--- src/rtl/multdiv_pkg.sv ---
// -----------------------------------------------------------------------------
// multdiv_pkg
//   Shared types and helpers for the ALU multdiv unit.
//
//   div_state_e : divider control states
//     IDLE - waiting for a start pulse
//     RUN  - retiring one quotient bit per clock
//     FIX  - applying result signs, publishing outputs, pulsing ready
//     DZ   - single-cycle divide-by-zero completion
//   div_cnt_w() : width of the iteration counter for a given operand width
//                 (the counter must hold WIDTH-1)
// -----------------------------------------------------------------------------
package multdiv_pkg;

    typedef enum logic [1:0] {
        IDLE = 2'd0,
        RUN  = 2'd1,
        FIX  = 2'd2,
        DZ   = 2'd3
    } div_state_e;

    // CNT_W = $clog2(WIDTH). A function is used because the operand width is
    // a parameter of the instantiating module, not of the package.
    function automatic int div_cnt_w(input int width);
        return (width <= 2) ? 1 : $clog2(width);
    endfunction

endpackage

--- src/rtl/div_sign_fix.sv ---
// -----------------------------------------------------------------------------
// div_sign_fix
//   Combinational conditional two's-complement negate. Used for taking operand
//   magnitudes and for re-applying signs to quotient and remainder.
//
//   Parameters
//     WIDTH  - data width in bits
//   Ports
//     i_neg  in   1      1: output = -i_val; 0: output = i_val
//     i_val  in   WIDTH  input value
//     o_val  out  WIDTH  conditionally negated value
//
//   Negating the most-negative value wraps to itself; read as unsigned that is
//   exactly 2^(WIDTH-1), which is the magnitude the divider needs.
// -----------------------------------------------------------------------------
module div_sign_fix #(
    parameter int WIDTH = 32
) (
    input  logic             i_neg,
    input  logic [WIDTH-1:0] i_val,
    output logic [WIDTH-1:0] o_val
);

    localparam logic [WIDTH-1:0] ONE = {{(WIDTH-1){1'b0}}, 1'b1};

    logic [WIDTH-1:0] w_negated;

    assign w_negated = (~i_val) + ONE;
    assign o_val     = i_neg ? w_negated : i_val;

endmodule

--- src/rtl/iterative_divider.sv ---
// -----------------------------------------------------------------------------
// iterative_divider
//   Sequential restoring (shift-subtract) divider, one quotient bit per clock,
//   with optional two's-complement operands. Sits beside the multiplier in the
//   ALU multdiv unit; pipeline control stalls on ctrl_DIV until data_resultRDY.
//
//   Parameters
//     WIDTH   - operand/result width in bits (>= 2)
//     SIGNED  - 1: two's-complement operands, 0: unsigned
//
//   Ports
//     clock           in   1      rising-edge clock
//     reset           in   1      asynchronous, active-high; clears all state
//     ctrl_DIV        in   1      start pulse; operands sampled on this edge
//     data_operandA   in   WIDTH  dividend
//     data_operandB   in   WIDTH  divisor
//     data_result     out  WIDTH  quotient, truncated toward zero
//     data_remainder  out  WIDTH  remainder, sign follows the dividend
//     data_exception  out  1      divide-by-zero or signed overflow
//     data_resultRDY  out  1      one-cycle pulse; outputs valid while high
//     o_dbg_state     out  2      current controller state (div_state_e)
//
//   Handshake: ctrl_DIV is a fire-and-forget start with no ready back-pressure;
//   a start in any state discards the operation in flight and begins the new
//   one on the same edge. data_resultRDY is a single-cycle valid pulse with no
//   ready; the result registers hold their value until the next pulse.
//
//   Timing (start edge = t0):
//     divisor != 0 : RUN on t1..tWIDTH, FIX on tWIDTH+1, RDY high after it
//     divisor == 0 : DZ completes on t1, RDY high after it
// -----------------------------------------------------------------------------
module iterative_divider
    import multdiv_pkg::*;
#(
    parameter int WIDTH  = 32,
    parameter int SIGNED = 1
) (
    input  logic             clock,
    input  logic             reset,
    input  logic             ctrl_DIV,
    input  logic [WIDTH-1:0] data_operandA,
    input  logic [WIDTH-1:0] data_operandB,
    output logic [WIDTH-1:0] data_result,
    output logic [WIDTH-1:0] data_remainder,
    output logic             data_exception,
    output logic             data_resultRDY,
    output logic [1:0]       o_dbg_state
);

    localparam int             CNT_W   = div_cnt_w(WIDTH);
    localparam logic           SGN     = (SIGNED != 0);
    localparam logic [WIDTH-1:0] MOST_NEG = {1'b1, {(WIDTH-1){1'b0}}};
    localparam logic [CNT_W-1:0] CNT_LOAD = CNT_W'(WIDTH - 1);
    localparam logic [CNT_W-1:0] CNT_ONE  = CNT_W'(1);

    // ------------------------------------------------------------------
    // Registers
    // ------------------------------------------------------------------
    div_state_e       r_state;
    logic [WIDTH-1:0] r_rem;     // partial remainder R
    logic [WIDTH-1:0] r_quo;     // dividend magnitude shifting out / Q in
    logic [WIDTH-1:0] r_bmag;    // divisor magnitude |B|
    logic [CNT_W-1:0] r_cnt;     // iterations remaining after this one
    logic             r_sign_q;  // negate quotient at FIX
    logic             r_sign_r;  // negate remainder at FIX
    logic             r_ovf;     // most-negative / -1 detected at start

    // ------------------------------------------------------------------
    // Operand conditioning (only meaningful in signed mode)
    // ------------------------------------------------------------------
    logic             w_a_neg;
    logic             w_b_neg;
    logic [WIDTH-1:0] w_a_mag;
    logic [WIDTH-1:0] w_b_mag;
    logic             w_b_zero;
    logic             w_ovf;

    assign w_a_neg  = SGN & data_operandA[WIDTH-1];
    assign w_b_neg  = SGN & data_operandB[WIDTH-1];
    assign w_b_zero = (data_operandB == '0);
    assign w_ovf    = SGN & (data_operandA == MOST_NEG) & (data_operandB == '1);

    div_sign_fix #(.WIDTH(WIDTH)) u_abs_a (
        .i_neg (w_a_neg),
        .i_val (data_operandA),
        .o_val (w_a_mag)
    );

    div_sign_fix #(.WIDTH(WIDTH)) u_abs_b (
        .i_neg (w_b_neg),
        .i_val (data_operandB),
        .o_val (w_b_mag)
    );

    // ------------------------------------------------------------------
    // Iteration datapath
    // ------------------------------------------------------------------
    // {R,Q} << 1 brings the next dividend bit into R. The shifted remainder
    // needs WIDTH+1 bits because R < |B| <= 2^WIDTH-1 in unsigned mode.
    // The trial difference is taken at the same WIDTH+1 bits: since
    // shifted < 2*|B|, bit WIDTH of the difference is set exactly when the
    // subtraction borrowed, so it serves as the sign of the trial.
    logic [WIDTH:0]   w_shift;
    logic [WIDTH:0]   w_trial;
    logic             w_trial_neg;
    logic [WIDTH-1:0] w_rem_next;
    logic [WIDTH-1:0] w_quo_next;

    assign w_shift     = {r_rem, r_quo[WIDTH-1]};
    assign w_trial     = w_shift - {1'b0, r_bmag};
    assign w_trial_neg = w_trial[WIDTH];
    // When the trial is negative the shifted remainder is below |B|, so its
    // top bit is zero and the low WIDTH bits hold it exactly.
    assign w_rem_next  = w_trial_neg ? w_shift[WIDTH-1:0] : w_trial[WIDTH-1:0];
    assign w_quo_next  = {r_quo[WIDTH-2:0], ~w_trial_neg};

    // ------------------------------------------------------------------
    // Sign restoration for the final result
    // ------------------------------------------------------------------
    logic [WIDTH-1:0] w_quo_fixed;
    logic [WIDTH-1:0] w_rem_fixed;

    div_sign_fix #(.WIDTH(WIDTH)) u_fix_q (
        .i_neg (r_sign_q),
        .i_val (r_quo),
        .o_val (w_quo_fixed)
    );

    div_sign_fix #(.WIDTH(WIDTH)) u_fix_r (
        .i_neg (r_sign_r),
        .i_val (r_rem),
        .o_val (w_rem_fixed)
    );

    // ------------------------------------------------------------------
    // Controller and output registers
    // ------------------------------------------------------------------
    always_ff @(posedge clock or posedge reset) begin
        if (reset) begin
            r_state        <= IDLE;
            r_rem          <= '0;
            r_quo          <= '0;
            r_bmag         <= '0;
            r_cnt          <= '0;
            r_sign_q       <= 1'b0;
            r_sign_r       <= 1'b0;
            r_ovf          <= 1'b0;
            data_result    <= '0;
            data_remainder <= '0;
            data_exception <= 1'b0;
            data_resultRDY <= 1'b0;
        end else begin
            data_resultRDY <= 1'b0;

            if (ctrl_DIV) begin
                // A start always wins: whatever was in flight is dropped
                // without a ready pulse.
                r_sign_q <= w_a_neg ^ w_b_neg;
                r_sign_r <= w_a_neg;
                r_ovf    <= w_ovf;
                r_bmag   <= w_b_mag;
                r_rem    <= '0;
                r_cnt    <= CNT_LOAD;
                if (w_b_zero) begin
                    // Keep the raw dividend; it becomes the remainder.
                    r_quo   <= data_operandA;
                    r_state <= DZ;
                end else begin
                    r_quo   <= w_a_mag;
                    r_state <= RUN;
                end
            end else begin
                case (r_state)
                    RUN: begin
                        r_rem <= w_rem_next;
                        r_quo <= w_quo_next;
                        if (r_cnt == '0) begin
                            r_state <= FIX;
                        end else begin
                            r_cnt <= r_cnt - CNT_ONE;
                        end
                    end

                    FIX: begin
                        // Overflow needs no special datapath: |MOST_NEG|/1
                        // yields MOST_NEG with remainder 0, which is already
                        // the wrapped answer; only the flag is raised.
                        data_result    <= w_quo_fixed;
                        data_remainder <= w_rem_fixed;
                        data_exception <= r_ovf;
                        data_resultRDY <= 1'b1;
                        r_state        <= IDLE;
                    end

                    DZ: begin
                        data_result    <= '0;
                        data_remainder <= r_quo;
                        data_exception <= 1'b1;
                        data_resultRDY <= 1'b1;
                        r_state        <= IDLE;
                    end

                    default: begin
                        r_state <= IDLE;
                    end
                endcase
            end
        end
    end

    assign o_dbg_state = r_state;

endmodule

--- config.mk ---
export PLATFORM = sky130hd
export DESIGN_NAME = iterative_divider
export DESIGN_NICKNAME = d
export VERILOG_FILES = /design/src/rtl/multdiv_pkg.sv /design/src/rtl/div_sign_fix.sv /design/src/rtl/iterative_divider.sv
export SDC_FILE = /design/constraint.sdc
export NUM_CORES = 1
export LEC_CHECK = 0
export ABC_AREA = 1
export BUFFER_PORTS_ARGS = -buffer_cell sky130_fd_sc_hd__buf_2
export CAP_MARGIN = 25
export CORE_MARGIN = 2
export CORE_UTILIZATION = 55
export CTS_CLUSTER_SIZE = 12
export DETAILED_ROUTE_END_ITERATION = 8
export GPL_TIMING_DRIVEN = 0
export HOLD_SLACK_MARGIN = 0.1
export PLACE_DENSITY_LB_ADDON = 0.3
export SLEW_MARGIN = 0
export SYNTH_ARGS = -nofsm -noshare
export SYNTH_HDL_FRONTEND = slang
export SYNTH_HIERARCHICAL = 1
export SYNTH_SLANG_ARGS = --single-unit
--- constraint.sdc ---
create_clock -name clock -period 7.8 [get_ports clock]
set_input_delay 1.56 -clock clock [delete_from_list [all_inputs] [get_ports clock]]
set_output_delay 1.56 -clock clock [all_outputs]
set_load 0.02 [all_outputs]
==> metrics.txt <==
Max Slew Vio Count=0; largest net degree at the start of global routing=91; CTS max path bufs=2; Worst Reg-to-Reg Cells=17; Tot GR Track Use=34.74%; R2R Setup Slk=5.00 ns; Syn Area/Cell=6.129 um^2; CTS tree=yes; Cell Area, Placed=16460 um^2; critical path type=in2reg; DRC errors left=0; I/O pin count=135; global-route wire length before repair=78880 um; final setup violation count=0; Clk Latency, worst-skew pair=0.45 ns; most frequent cell after synthesis=nand2_1; status=complete, no violations; Die X=170.7 um; fmax=323.0 MHz; clock share of power=17.5%; met2 wire length=21810 um; Startpoint Class=input pin; Max Used Layer=met4; Initial Util=55.46%; commonest cells in the netlist=nand2_1 (889), nor2_1 (330), inv_1 (280); initial antenna violation count=0; antenna-violating nets left=0; Via density=5.419; top cell type's share of synthesized area=28.17%; Mapped Nets=2599; Max Cap Viol=0; worst hold path startpoint=data_remainder[21]; CTS Hold Buffers Added=0; drt pass-1 iters=8; synth top area cells=dfrtp_1 (28%), nand2_1 (22%), nor2_1 (8.1%); Leak Pwr=8.997 nW; Period minus WS final=3.096 ns; GRT overflow=0; top_reg_cell synth=dfrtp_1; largest area contributor in the netlist=dfrtp_1; area grow syn2layout=11.79%; sequential power share=25.0%; routed metal-1 wirelength=22640 um; Met3 Wirelength=4020 um; Comb pwr share=57.5%; Psw=0.002638 W; sequential share of the synthesized area=28.17%; crit path DAT=3.41 ns; Post-Syn Area=15280 um^2; asr flop ratio synth=100.0%; CTS HTree Levels=4; crit end category=register; sw frac=51.08%; GPL Wtd Cong=0.9756; relative slew slack=53.68%; Crit. Startpoint=data_operandB[31]; number of buffers added for setup after CTS=0; Cell variety after synth=45; root buf cell=clkbuf_16; Synth Warn #=6; Max Clock Skew=0.02038 ns; core box area=27550 um^2; peak fanout along the critical path=10; total CTS buffers=17; Port-buffer cells=134; Post-DP HPWL=40030 um; worst hold path type=reg2reg; CP Capture Point=r_quo[0]; Internal=0.002526 W; FF-to-FF End=r_rem[25]; First DRT Iteration DRCs=1545; Clock Sink Count=172; Resized Gates After CTS=0; PD cells=302.3 nW/um^2; worst r2r src=r_quo[31]; total wire length=49760 um; Total Die Area=29130 um^2; Synth Instances=2493; FILL cells=2725; post-route cell area=17080 um^2; clock-pin slew on the worst setup and hold paths=0.08 ns; Setup TNS Final=0 ns; Setup Slack @ Placement=4.333 ns; RSZ-0062 raised after global routing=no; vias in the first global route=15040; Die Y=170.7 um; Slew @ Worst Pin=0.6923 ns; layout cells sized above 1=12.86%; CP Data Required Time=8.11 ns; ant diodes=0; via count=16460; Final Cycle Share=39.69%; FP Rows=61; # nets final=2753; routed len/inst=16.38 um; Post-synth EDFFs=0; Hold Fails Final Rpt=0; peak supply drop=0.2181 mV; synthesized flop and latch total=172; setup ws final=4.704 ns
## registers in the layout, indices dropped and copies added (netlist names)
register	flops
r_sign_r	1
data_remainder	32
r_bmag	32
o_dbg_state	2
data_resultRDY	1
data_exception	1
r_rem	32
r_sign_q	1
r_ovf	1
r_quo	32
r_cnt	5
data_result	32
## cell type report
type                       count  area, um^2  area share [%]
timing repair buffer         135       698.2           4.087
clock buffer                  17       425.4           2.490
buffer                        78       397.9           2.329
tap                          378       473.0           2.769
clock inverter                15       197.7           1.157
multi-input combinational   1949        9454           55.35
sequential                   172        4304           25.20
inverter                     294        1131           6.622
## stage by stage
stage / hold WS (ns) / util [%] / std cells / total power [W]
after floorplan: 0.4459 / - / 2493 / 0.003439
after global placement: 0.4754 / 59.61 / 3005 / 0.004140
after detailed placement: 0.4920 / 59.73 / 3006 / 0.004200
after CTS: 0.5057 / 62.00 / 3038 / 0.005114
after global routing: 0.5511 / 62.00 / 3038 / 0.005587
final: 0.5031 / 62.00 / 3038 / 0.005164
## cell families (layout without fill, tap and decap cells)
| kind of cell | count (synthesis) | count (layout) | share of synthesized area [%] |
|---|---|---|---|
| flops | 172 | 172 | 28.17 |
| simple gates | 1547 | 1547 | 44.23 |
| fa+ha+maj | 39 | 39 | 3.243 |
| buf+inv | 372 | 539 | 9.957 |
| xor+xnor | 72 | 72 | 4.127 |
| compound gates | 291 | 291 | 10.28 |
## power groups by stage
stage                     sequential (W)  combinational, W  clock (W)
after floorplan                  0.00119           0.00225          0
after global placement           0.00129           0.00285          0
after detailed placement         0.00130           0.00290          0
after CTS                        0.00128           0.00292   0.000909
after global routing             0.00130           0.00333   0.000954
final                            0.00129           0.00297   0.000905
## metal layers
metal  GRT usage [%]  vias up
met3           4.811       85
met2           54.23      648
met4           10.55        0
met1           49.88     7627
met5               0        -
li1                -     8103
## critical path: stages
cell     delay, ns
buf_2         0.16
nor2_1        0.12
nand2_1       0.06
nor3b_1       0.21
nand3_1       0.17
nor2_2        0.30
inv_1         0.19
buf_2         0.22
o21ai_0       0.30
nand3_1       0.12
## worst min-delay path by stage
| stage | to | depth (start not counted) |
|---|---|---|
| floorplan | r_bmag[0] | 2 |
| finish | data_remainder[21] | 2 |
| global route | data_remainder[19] | 2 |
| CTS | r_cnt[4] | 2 |
| global placement | r_sign_r | 2 |
| detailed placement | r_cnt[4] | 2 |
## cell usage in the layout (no fill, tap or decap), drive strengths merged, types with 2 or more instances in the layout
cell	count
nand2	935
nor2	398
inv	302
o21ai	206
dfrtp	172
buf	171
nand3	148
clkbuf	59
a21oi	57
xnor2	50
ha	38
nand4	27
xor2	22
o21bai	22
nand3b	15
nor4	14
nor3	6
clkinv	6
a21o	2
Power figures use the tool's default switching activity.
